## src/rtl/gpio_cmd_decoder.sv

```systemverilog
// gpio_cmd_decoder
//   Host-side command front end for the 2D convolution datapath. Decodes
//   32-bit GPIO command words (toggle request/acknowledge handshake) into the
//   load / start-of-process / valid / image-length controls for the address
//   FSM, steers pixel data toward the line memories and returns readback
//   pixels plus status on the GPIO output word.
// Ports
//   i_CLK, i_reset   clock, synchronous active-high reset
//   i_gpioData       command: [31:29] opcode, [28] request toggle, low bits payload
//   o_gpioData       status: [31] ack toggle, [30:29] state, [27] sticky error,
//                    [26] registered i_EoP, [NB_DATA-1:0] readback pixel
//   o_load, o_SoP    state levels (LOAD, PROC)
//   o_valid          one-cycle strobe per executed DATA/READ command
//   o_imgLength      registered image length
//   o_pixel          pixel for memory write
//   i_memData        pixel read back from memory, RD_LAT cycles after o_valid
//   i_EoP            end of process from address FSM
//   i_changeBlock    block done from address FSM
//   o_softReset      one-cycle datapath soft reset strobe
module gpio_cmd_decoder #(
    parameter int unsigned NB_GPIO  = 32,
    parameter int unsigned NB_IMAGE = 10,
    parameter int unsigned NB_DATA  = 8,
    parameter int unsigned RD_LAT   = 2
) (
    input  logic                i_CLK,
    input  logic                i_reset,
    input  logic [NB_GPIO-1:0]  i_gpioData,
    output logic [NB_GPIO-1:0]  o_gpioData,
    output logic                o_load,
    output logic                o_SoP,
    output logic                o_valid,
    output logic [NB_IMAGE-1:0] o_imgLength,
    output logic [NB_DATA-1:0]  o_pixel,
    input  logic [NB_DATA-1:0]  i_memData,
    input  logic                i_EoP,
    input  logic                i_changeBlock,
    output logic                o_softReset
);

    localparam int unsigned PL_W    = (NB_IMAGE > NB_DATA) ? NB_IMAGE : NB_DATA;
    localparam int unsigned CNT_W   = 3;
    localparam int unsigned TOG_BIT = NB_GPIO - 4;
    localparam int unsigned PAD_W   = NB_GPIO - 6 - NB_DATA;

    typedef enum logic [1:0] {
        ST_IDLE = 2'b00,
        ST_LOAD = 2'b01,
        ST_PROC = 2'b10,
        ST_READ = 2'b11
    } state_e;

    typedef enum logic [2:0] {
        OP_NOP        = 3'b000,
        OP_SET_LEN    = 3'b001,
        OP_LOAD_START = 3'b010,
        OP_DATA       = 3'b011,
        OP_START_PROC = 3'b100,
        OP_READ       = 3'b101,
        OP_SOFT_RST   = 3'b110,
        OP_RSVD       = 3'b111
    } op_e;

    // Registered command word fields
    logic [2:0]          cmd_op_q,   cmd_op_d;
    logic                cmd_tog_q,  cmd_tog_d;
    logic [PL_W-1:0]     cmd_pl_q,   cmd_pl_d;
    logic                prev_tog_q, prev_tog_d;

    // Accepted command, executed the cycle after acceptance
    logic                exec_q,     exec_d;
    op_e                 exec_op_q,  exec_op_d;
    logic [PL_W-1:0]     exec_pl_q,  exec_pl_d;

    state_e              state_q,    state_d;
    logic                load_q,     load_d;
    logic                sop_q,      sop_d;
    logic                valid_q,    valid_d;
    logic [NB_DATA-1:0]  pixel_q,    pixel_d;
    logic [NB_IMAGE-1:0] len_q,      len_d;
    logic                srst_q,     srst_d;
    logic                ack_q,      ack_d;
    logic                err_q,      err_d;
    logic                eop_q,      eop_d;
    logic [NB_DATA-1:0]  rdata_q,    rdata_d;
    logic                rd_pend_q,  rd_pend_d;
    logic [CNT_W-1:0]    rd_cnt_q,   rd_cnt_d;

    logic                req_c;
    logic                read_busy_c;
    logic                cmd_legal_c;
    logic                unused_cmd_bits_c;

    // Reserved command bits between the toggle and the payload
    assign unused_cmd_bits_c = ^i_gpioData[TOG_BIT-1:PL_W];

    assign req_c       = cmd_tog_q != prev_tog_q;
    // A READ occupies the handshake from its execute cycle until its ack
    assign read_busy_c = rd_pend_q ||
                         (exec_q && (exec_op_q == OP_READ) && (state_q == ST_READ));

    // State register
    always_ff @(posedge i_CLK) begin
        if (i_reset) begin
            cmd_op_q   <= 3'b000;
            cmd_tog_q  <= 1'b0;
            cmd_pl_q   <= '0;
            prev_tog_q <= 1'b0;
            exec_q     <= 1'b0;
            exec_op_q  <= OP_NOP;
            exec_pl_q  <= '0;
            state_q    <= ST_IDLE;
            load_q     <= 1'b0;
            sop_q      <= 1'b0;
            valid_q    <= 1'b0;
            pixel_q    <= '0;
            len_q      <= '0;
            srst_q     <= 1'b0;
            ack_q      <= 1'b0;
            err_q      <= 1'b0;
            eop_q      <= 1'b0;
            rdata_q    <= '0;
            rd_pend_q  <= 1'b0;
            rd_cnt_q   <= '0;
        end else begin
            cmd_op_q   <= cmd_op_d;
            cmd_tog_q  <= cmd_tog_d;
            cmd_pl_q   <= cmd_pl_d;
            prev_tog_q <= prev_tog_d;
            exec_q     <= exec_d;
            exec_op_q  <= exec_op_d;
            exec_pl_q  <= exec_pl_d;
            state_q    <= state_d;
            load_q     <= load_d;
            sop_q      <= sop_d;
            valid_q    <= valid_d;
            pixel_q    <= pixel_d;
            len_q      <= len_d;
            srst_q     <= srst_d;
            ack_q      <= ack_d;
            err_q      <= err_d;
            eop_q      <= eop_d;
            rdata_q    <= rdata_d;
            rd_pend_q  <= rd_pend_d;
            rd_cnt_q   <= rd_cnt_d;
        end
    end

    // Next-state and output decode
    always_comb begin
        cmd_op_d    = i_gpioData[NB_GPIO-1:NB_GPIO-3];
        cmd_tog_d   = i_gpioData[TOG_BIT];
        cmd_pl_d    = i_gpioData[PL_W-1:0];
        prev_tog_d  = prev_tog_q;
        exec_d      = 1'b0;
        exec_op_d   = exec_op_q;
        exec_pl_d   = exec_pl_q;
        state_d     = state_q;
        valid_d     = 1'b0;
        pixel_d     = pixel_q;
        len_d       = len_q;
        srst_d      = 1'b0;
        ack_d       = ack_q;
        err_d       = err_q;
        eop_d       = i_EoP;
        rdata_d     = rdata_q;
        rd_pend_d   = rd_pend_q;
        rd_cnt_d    = rd_cnt_q;
        cmd_legal_c = 1'b0;

        // Accept a request, or reject it (without consuming the toggle) during a READ
        if (req_c) begin
            if (read_busy_c) begin
                err_d = 1'b1;
            end else begin
                prev_tog_d = cmd_tog_q;
                exec_d     = 1'b1;
                exec_op_d  = op_e'(cmd_op_q);
                exec_pl_d  = cmd_pl_q;
            end
        end

        // Handshake-driven state transitions from the address FSM
        unique case (state_q)
            ST_LOAD: if (i_changeBlock)            state_d = ST_IDLE;
            ST_PROC: if (i_EoP)                    state_d = ST_READ;
            ST_READ: if (i_changeBlock && !i_EoP)  state_d = ST_IDLE;
            default: ;
        endcase

        // Readback capture and deferred ack for READ
        if (rd_pend_q) begin
            if (rd_cnt_q == CNT_W'(1)) begin
                rdata_d   = i_memData;
                ack_d     = ~ack_q;
                rd_pend_d = 1'b0;
            end
            rd_cnt_d = rd_cnt_q - CNT_W'(1);
        end

        // Command execution
        if (exec_q) begin
            unique case (exec_op_q)
                OP_NOP: cmd_legal_c = 1'b1;
                OP_SET_LEN: begin
                    if (state_q == ST_IDLE) begin
                        cmd_legal_c = 1'b1;
                        len_d       = exec_pl_q[NB_IMAGE-1:0];
                    end
                end
                OP_LOAD_START: begin
                    if (state_q == ST_IDLE) begin
                        cmd_legal_c = 1'b1;
                        state_d     = ST_LOAD;
                    end
                end
                OP_DATA: begin
                    if (state_q == ST_LOAD) begin
                        cmd_legal_c = 1'b1;
                        pixel_d     = exec_pl_q[NB_DATA-1:0];
                        valid_d     = 1'b1;
                    end
                end
                OP_START_PROC: begin
                    if (state_q == ST_IDLE) begin
                        cmd_legal_c = 1'b1;
                        state_d     = ST_PROC;
                    end
                end
                OP_READ: begin
                    if (state_q == ST_READ) begin
                        cmd_legal_c = 1'b1;
                        valid_d     = 1'b1;
                        rd_pend_d   = 1'b1;
                        rd_cnt_d    = CNT_W'(RD_LAT);
                    end
                end
                OP_SOFT_RST: begin
                    cmd_legal_c = 1'b1;
                    srst_d      = 1'b1;
                    state_d     = ST_IDLE;
                end
                OP_RSVD: ;
                default: ;
            endcase
            if (!cmd_legal_c) begin
                err_d = 1'b1;
            end
            if (exec_op_q == OP_SOFT_RST) begin
                err_d = 1'b0;
            end
            // A legal READ acks when its data arrives instead
            if (!((exec_op_q == OP_READ) && cmd_legal_c)) begin
                ack_d = ~ack_q;
            end
        end

        load_d = (state_d == ST_LOAD);
        sop_d  = (state_d == ST_PROC);
    end

    assign o_gpioData  = {ack_q, state_q, 1'b0, err_q, eop_q, {PAD_W{1'b0}}, rdata_q};
    assign o_load      = load_q;
    assign o_SoP       = sop_q;
    assign o_valid     = valid_q;
    assign o_imgLength = len_q;
    assign o_pixel     = pixel_q;
    assign o_softReset = srst_q;

endmodule
```

## config.mk

```make
export PLATFORM = sky130hd
export DESIGN_NAME = gpio_cmd_decoder
export DESIGN_NICKNAME = d
export VERILOG_FILES = /design/src/rtl/gpio_cmd_decoder.sv
export SDC_FILE = /design/constraint.sdc
export NUM_CORES = 1
export LEC_CHECK = 0
export ABC_AREA = 1
export CORE_ASPECT_RATIO = 1.4
export CORE_MARGIN = 2
export CORE_UTILIZATION = 35
export CTS_CLUSTER_DIAMETER = 80
export CTS_CLUSTER_SIZE = 28
export DETAILED_ROUTE_END_ITERATION = 10
export GPL_ROUTABILITY_DRIVEN = 0
export PLACE_DENSITY = 0.66
export SLEW_MARGIN = 25
export SYNTH_ARGS = -nofsm -noshare
export SYNTH_HDL_FRONTEND = slang
export SYNTH_SLANG_ARGS = --single-unit
export TNS_END_PERCENT = 50
```

## constraint.sdc

```tcl
create_clock -name i_CLK -period 1.45 [get_ports i_CLK]
set_input_delay 0.2175 -clock i_CLK [delete_from_list [all_inputs] [get_ports i_CLK]]
set_output_delay 0.2175 -clock i_CLK [all_outputs]
set_load 0.005 [all_outputs]
```

==> flow_summary.toml, run 1 <==
[floorplanning]
io_pins = 98
dieHeight_um = 107.0
design.die.area_sq_um = 8293
coreArea_sq_um = 7361
core.rowCount = 37
die_x_um = 77.54
initial_utilization_pct = 36.00

[synth]
synth_fa_ha_area_share_pct = 0.9443
synth.top_cell.area_share_pct = 51.37
synth_top_family_by_area = "simple AND/OR/NAND/NOR gates"
synth_xor_area_share_pct = 0.9443
syn_inst = 332
synthTopCellsByArea = "dfxtp_1, nor2_1, a21oi_1"
yosysSeqAreaShare_pct = 51.37
netlist_area_sq_um = 2650
ys_ff_latch = 68
yosys.area.top_type = "dfxtp_1"
yosys.area_share.simple_pct = 17.89
ys_types = 23
yosysWarnings = 0
syn_area_per_cell_sq_um = 7.982
synth_mux_area_share_pct = 0
synth_compound_area_share_pct = 13.64

[worst_setup_path]
reg2reg_to = "o_imgLength[2]"
crit_cells = 1
critPathRequiredTime_ps = 1230
cp-end-kind = "output port"
worst-r2r-setup-slack_ps = 60
crit_fanout = 2
cpLargestDelayFamily = "buffers and inverters"
worstSetupPathType = "reg -> out"
worstRegToRegCells = 8
crit_buf_inv = 1
path_cells = "clkdlybuf4s50_1"
startpoint = "o_pixel[1]"
critPathArrivalTime_ps = 1180
critPathCapture = "o_pixel[1]"
r2r-start = "state_q[1]"
cpMaxStageDelayCell = "clkdlybuf4s50_1"
start_kind = "flip-flop"
max_stage_delay_ps = 510

[drt]
first_pass_iters = 4
ant_nets = 0
vias = 2232
totalWireLength_um = 5497
avgViaCountPerCell = 4.385
drc = 0
wl_per_cell_um = 10.80
drtIter0Drc = 67

[cts]
clk_pin_slew_ps = 70
cts_tree = "built"
htreeDepth = 3
clockBufferDepth = 2
numCtsBuffers = 9
clockRootBuffer = "clkbuf_8"
clock-sinks = 68
insertion_delay_ps = 340

[pwr]
ir_drop_uv = 435.2
powerDensity_nw_per_um2 = 1009
p_leak_nw = 1.557

[sta]
holdWs_ps = 393.9
grt_setup_unrepaired = "true"
finalHoldViolations = 0
setup_viol = 0
slew_viol_final = 0
fin_crit_sh_pct = 96.28
clock_skew_ps = 8.445
fin_crit_ps = 1396
fmax_mhz = 716.3

[layout]
drive_gt1_share_pct = 15.29
layout.nets = 453
final_util_pct = 49.53
syn_to_final_growth_pct = 37.58
num_antenna_cells = 0

[grt]
antenna_found_initial = 0
gr-total-overflow = 0
grt_start_max_net_pins = 33
grt_pass1_wl_um = 8742
grtUsageTotal_pct = 13.51
grt_pass1_vias = 2019

[hold_path]
hp-class = "in -> reg"
hp-start = "i_gpioData[1]"

[outcome]
status = "complete, no violations"

[run]
drv_cap = 0

[placed_design]
hpwl_um = 3799
numPortBuffers = 60
-- routing by layer --
layer	GRT usage, %	vias to the layer above	wire length (um)
li1	-	1157	-
met1	15.50	1008	2426
met2	22.61	57	2724
met3	3.872	10	227
met4	7.270	0	119
met5	0	-	0
-- repair_timing --
action                                  4_1_cts  5_1_grt
setup buffers                                 3        8
pin swaps                                     0        5
resized for setup                             4       24
hold buffers                                  0        0
endpoints found under the setup margin        3       33
-- power breakdown --
part           leakage [nW]  switching [mW]  total [mW]  internal, mW
clock network        0.0931           0.681        1.47         0.786
logic                 0.906           0.128       0.267         0.139
registers             0.558          0.0298        1.95          1.92
total                  1.56           0.838        3.68          2.84
-- metrics by stage --
stage	cell area (sq um)	setup TNS (ps)	setup WS (ps)	power (mW)	cells
after floorplan	2718	0	196.6	2.156	350
after CTS	3527	0	8.658	3.728	501
after detailed placement	3318	0	49.81	2.245	482
after global placement	3318	0	97.69	2.241	482
final	3646	0	53.94	3.679	509
after global routing	3646	-371.7	-70.25	3.859	509
-- registers in the layout, indices dropped and copies added (netlist names), 2 cells and up --
signal       cells
cmd_pl_q        10
exec_pl_q       10
o_imgLength     10
o_pixel          8
rdata_q          8
cmd_op_q         3
exec_op_q        3
rd_cnt_q         3
state_q          2
-- layout by cell type, fill, tap and decap left out, drive strengths merged --
| master | Yosys | layout |
|---|---|---|
| dfxtp | 68 | 68 |
| bufinv | 0 | 1 |
| clkdlybuf4s50 | 0 | 54 |
| o21ai | 31 | 31 |
| nor2 | 53 | 53 |
| dlymetal6s2s | 0 | 5 |
| clkinvlp | 0 | 3 |
| o22ai | 1 | 1 |
| xnor2 | 1 | 1 |
| a21oi | 37 | 37 |
| o21bai | 1 | 1 |
| nand2 | 31 | 31 |
| dlygate4sd2 | 0 | 1 |
| clkbuf | 4 | 11 |
| xor2 | 1 | 1 |
| nand4 | 1 | 1 |
| nor3 | 2 | 2 |
| buf | 32 | 22 |
| nand3 | 24 | 24 |
| ha | 2 | 2 |
| inv | 42 | 40 |
| conb | 1 | 19 |
| clkinv | 0 | 3 |
-- worst min path at each step --
stage | endpoint | slack, ps | cells after the start
4_1_cts | cmd_pl_q[1] | 370 | 3
5_1_grt | cmd_pl_q[1] | 380 | 3
2_1_floorplan | cmd_op_q[0] | 320 | 2
6_report | cmd_pl_q[1] | 390 | 3
3_5_place_dp | rdata_q[7] | 440 | 2
3_3_place_gp | rdata_q[4] | 430 | 2
-- final cells by class --
type,instances,area (sq um)
clock inverters,5,52.55
multi-input cells,204,984.7
fillers,727,3715
inverters,42,165.2
repair buffers,82,818.3
flip-flops and latches,68,1373
well taps,97,121.4
clock buffers,11,131.4
-- Yosys cell counts (all sizes together) --
| library cell | number |
|---|---|
| inv | 42 |
| ha | 2 |
| dfxtp | 68 |
| o22ai | 1 |
| nand4 | 1 |
| nor2 | 53 |
| nand3 | 24 |
| o21bai | 1 |
| buf | 32 |
| o21ai | 31 |
| conb | 1 |
| xor2 | 1 |
| clkbuf | 4 |
| xnor2 | 1 |
| nand2 | 31 |
| a21oi | 37 |
| nor3 | 2 |
-- logic make-up (layout without fill, tap and decap cells) --
family	after synthesis	in the layout
xor+xnor	2	2
fa+ha+maj	2	2
simple gates	111	111
compound gates	70	70
other cells	1	19
buf+inv	78	140
flops	68	68
Power figures use the tool's default switching activity.
==> run 2: changes to the inputs <==
--- a/config.mk
+++ b/config.mk
@@ -6,6 +6,7 @@
 export NUM_CORES = 1
 export LEC_CHECK = 0
 export ABC_AREA = 1
+export CAP_MARGIN = 20
 export CORE_ASPECT_RATIO = 1.4
 export CORE_MARGIN = 2
 export CORE_UTILIZATION = 35
==> constraint.sdc (replaced) <==
create_clock -name i_CLK -period 1.45 [get_ports i_CLK]
set_input_delay 0.2175 -clock i_CLK [delete_from_list [all_inputs] [get_ports i_CLK]]
set_output_delay 0.2175 -clock i_CLK [all_outputs]
set_load 0.02 [all_outputs]
==> flow_summary.toml, run 2 (synthesis results as in run 1) <==
[outcome]
status = "complete, no violations"

[placed_design]
hpwl_um = 3799
post_dp_cell_area_sq_um = 3318
place_inst = 482
numPortBuffers = 60

[layout]
fin_cells = 501
num_antenna_cells = 0
nFillCells = 752
drive_gt1_share_pct = 9.901
layout_commonest_cell = "dfxtp_1"
fin_area_sq_um = 3497
layout.nets = 445
syn_to_final_growth_pct = 31.96
final_cell_mix = "dfxtp_1, nor2_1, inv_1"

[pwr]
ir_drop_uv = 447.0
powerDensity_nw_per_um2 = 1058
p_leak_nw = 1.580
p_total_mw = 3.701

[grt]
grtUsageTotal_pct = 13.33
grt_pass1_wl_um = 8618
gr-total-overflow = 0
grt_start_max_net_pins = 33
grt_pass1_vias = 2000
antenna_found_initial = 0

[worst_setup_path]
cpLargestDelayFamily = "simple AND/OR/NAND/NOR gates"
critPathRequiredTime_ps = 1690
start_kind = "flip-flop"
crit_top_cell = "nor2_1"
crit_buf_inv = 2
max_stage_delay_ps = 390
cp-end-kind = "flip-flop"
worstSetupPathType = "reg -> reg"
cpMaxStageDelayCell = "dfxtp_1"
critPathArrivalTime_ps = 1570
path_cells = "inv_1, nor2_1, nand3_2, buf_4, o21ai_0, nor2_1"
crit_fanout = 5

[floorplanning]
design.die.area_sq_um = 8293
initial_utilization_pct = 36.00
io_pins = 98
dieHeight_um = 107.0
die_x_um = 77.54
core.rowCount = 37
coreArea_sq_um = 7361

[sta]
fin_crit_sh_pct = 92.00
setup_viol = 0
fmax_mhz = 749.6
grt_setup_unrepaired = "true"
fin_crit_ps = 1334
finalHoldViolations = 0
clock_skew_ps = 8.295
slew_viol_final = 0

[hold_path]
hp-class = "in -> reg"

[drt]
first_pass_iters = 4
wl_per_cell_um = 10.73
vias = 2202
drc = 0
totalWireLength_um = 5378
ant_nets = 0
drtIter0Drc = 71
avgViaCountPerCell = 4.395

[cts]
clk_pin_slew_ps = 70
cts_tree = "built"
numCtsBuffers = 9
cts_hold_buf = 0
clockBufferDepth = 2
htreeDepth = 3
clockRootBuffer = "clkbuf_8"
clock-sinks = 68
insertion_delay_ps = 340

[run]
drv_cap = 0
run 2: cell types whose count changed in the layout (fill, tap and decap cells not counted), sizes merged:
cell           before  now
dlymetal6s2s        5    0
buf                22   13
dlygate4sd2         1   35
clkdlybuf4s50      54   25
inv                40   41
run 2: worst paths after layout:
path | startpoint | endpoint | slack, ps | cells past startpoint
min | i_gpioData[30] | cmd_op_q[1] | 390 | 3
min reg2reg | rdata_q[7] | rdata_q[7] | 440 | 2
max reg2reg | state_q[0] | o_pixel[1] | 120 | 6
max | state_q[0] | o_pixel[1] | 120 | 6
run 2: per-layer routing:
metal | GRT usage, % | wire length, um | vias up
li1 | - | - | 1141
met1 | 15.02 | 2332 | 988
met2 | 22.55 | 2689 | 63
met3 | 3.872 | 236 | 10
met4 | 7.270 | 119 | 0
met5 | 0 | 0 | -
run 2: layout make-up:
cell class	instances	area, sq um	share of cell area [%]
Multi-Input combinational cell	204	964.7	27.58
Tap cell	97	121.4	3.470
Clock inverter	5	52.55	1.503
Sequential cell	68	1365	39.03
Timing Repair inverter	1	5.005	0.1431
Timing Repair Buffer	73	695.7	19.89
Clock buffer	11	131.4	3.757
Inverter	42	161.4	4.615
run 2: worst register-to-register path, delay by kind of cell (launching register included):
kind            cells  cell delay (ps)
compound gates      1              150
buf+inv             2              260
flops               1              390
simple gates        3              420
run 2: what timing repair did:
action	in CTS	in global routing
setup endpoints to repair	35	24
pin swaps	0	2
resized for setup	35	7
setup buffers	0	2
endpoints found under the hold margin	0	0
cloned	0	1
run 2: where the power goes:
part           switching [mW]  internal (mW)
combinational           0.167          0.128
clock                   0.676          0.786
sequential             0.0279           1.92
run 2: metrics by stage:
step	worst slack [ps]	utilization [%]	hold slack [ps]	TNS (ps)
after floorplan	134.6	-	324.5	0
after global placement	97.69	45.08	430.4	0
after detailed placement	49.81	45.08	437.5	0
after CTS	36.15	46.98	372.6	0
after global routing	-14.17	47.51	381.4	-30.21
final	116.0	47.51	393.8	0
==> run 3: changes to the inputs <==
--- a/config.mk
+++ b/config.mk
@@ -15,7 +15,7 @@
 export DETAILED_ROUTE_END_ITERATION = 10
 export GPL_ROUTABILITY_DRIVEN = 0
 export PLACE_DENSITY = 0.66
-export SLEW_MARGIN = 25
+export SLEW_MARGIN = 20
 export SYNTH_ARGS = -nofsm -noshare
 export SYNTH_HDL_FRONTEND = slang
 export SYNTH_SLANG_ARGS = --single-unit
==> results of run 3 <==
Final layout, timing and power as in run 2 (identical DEF).
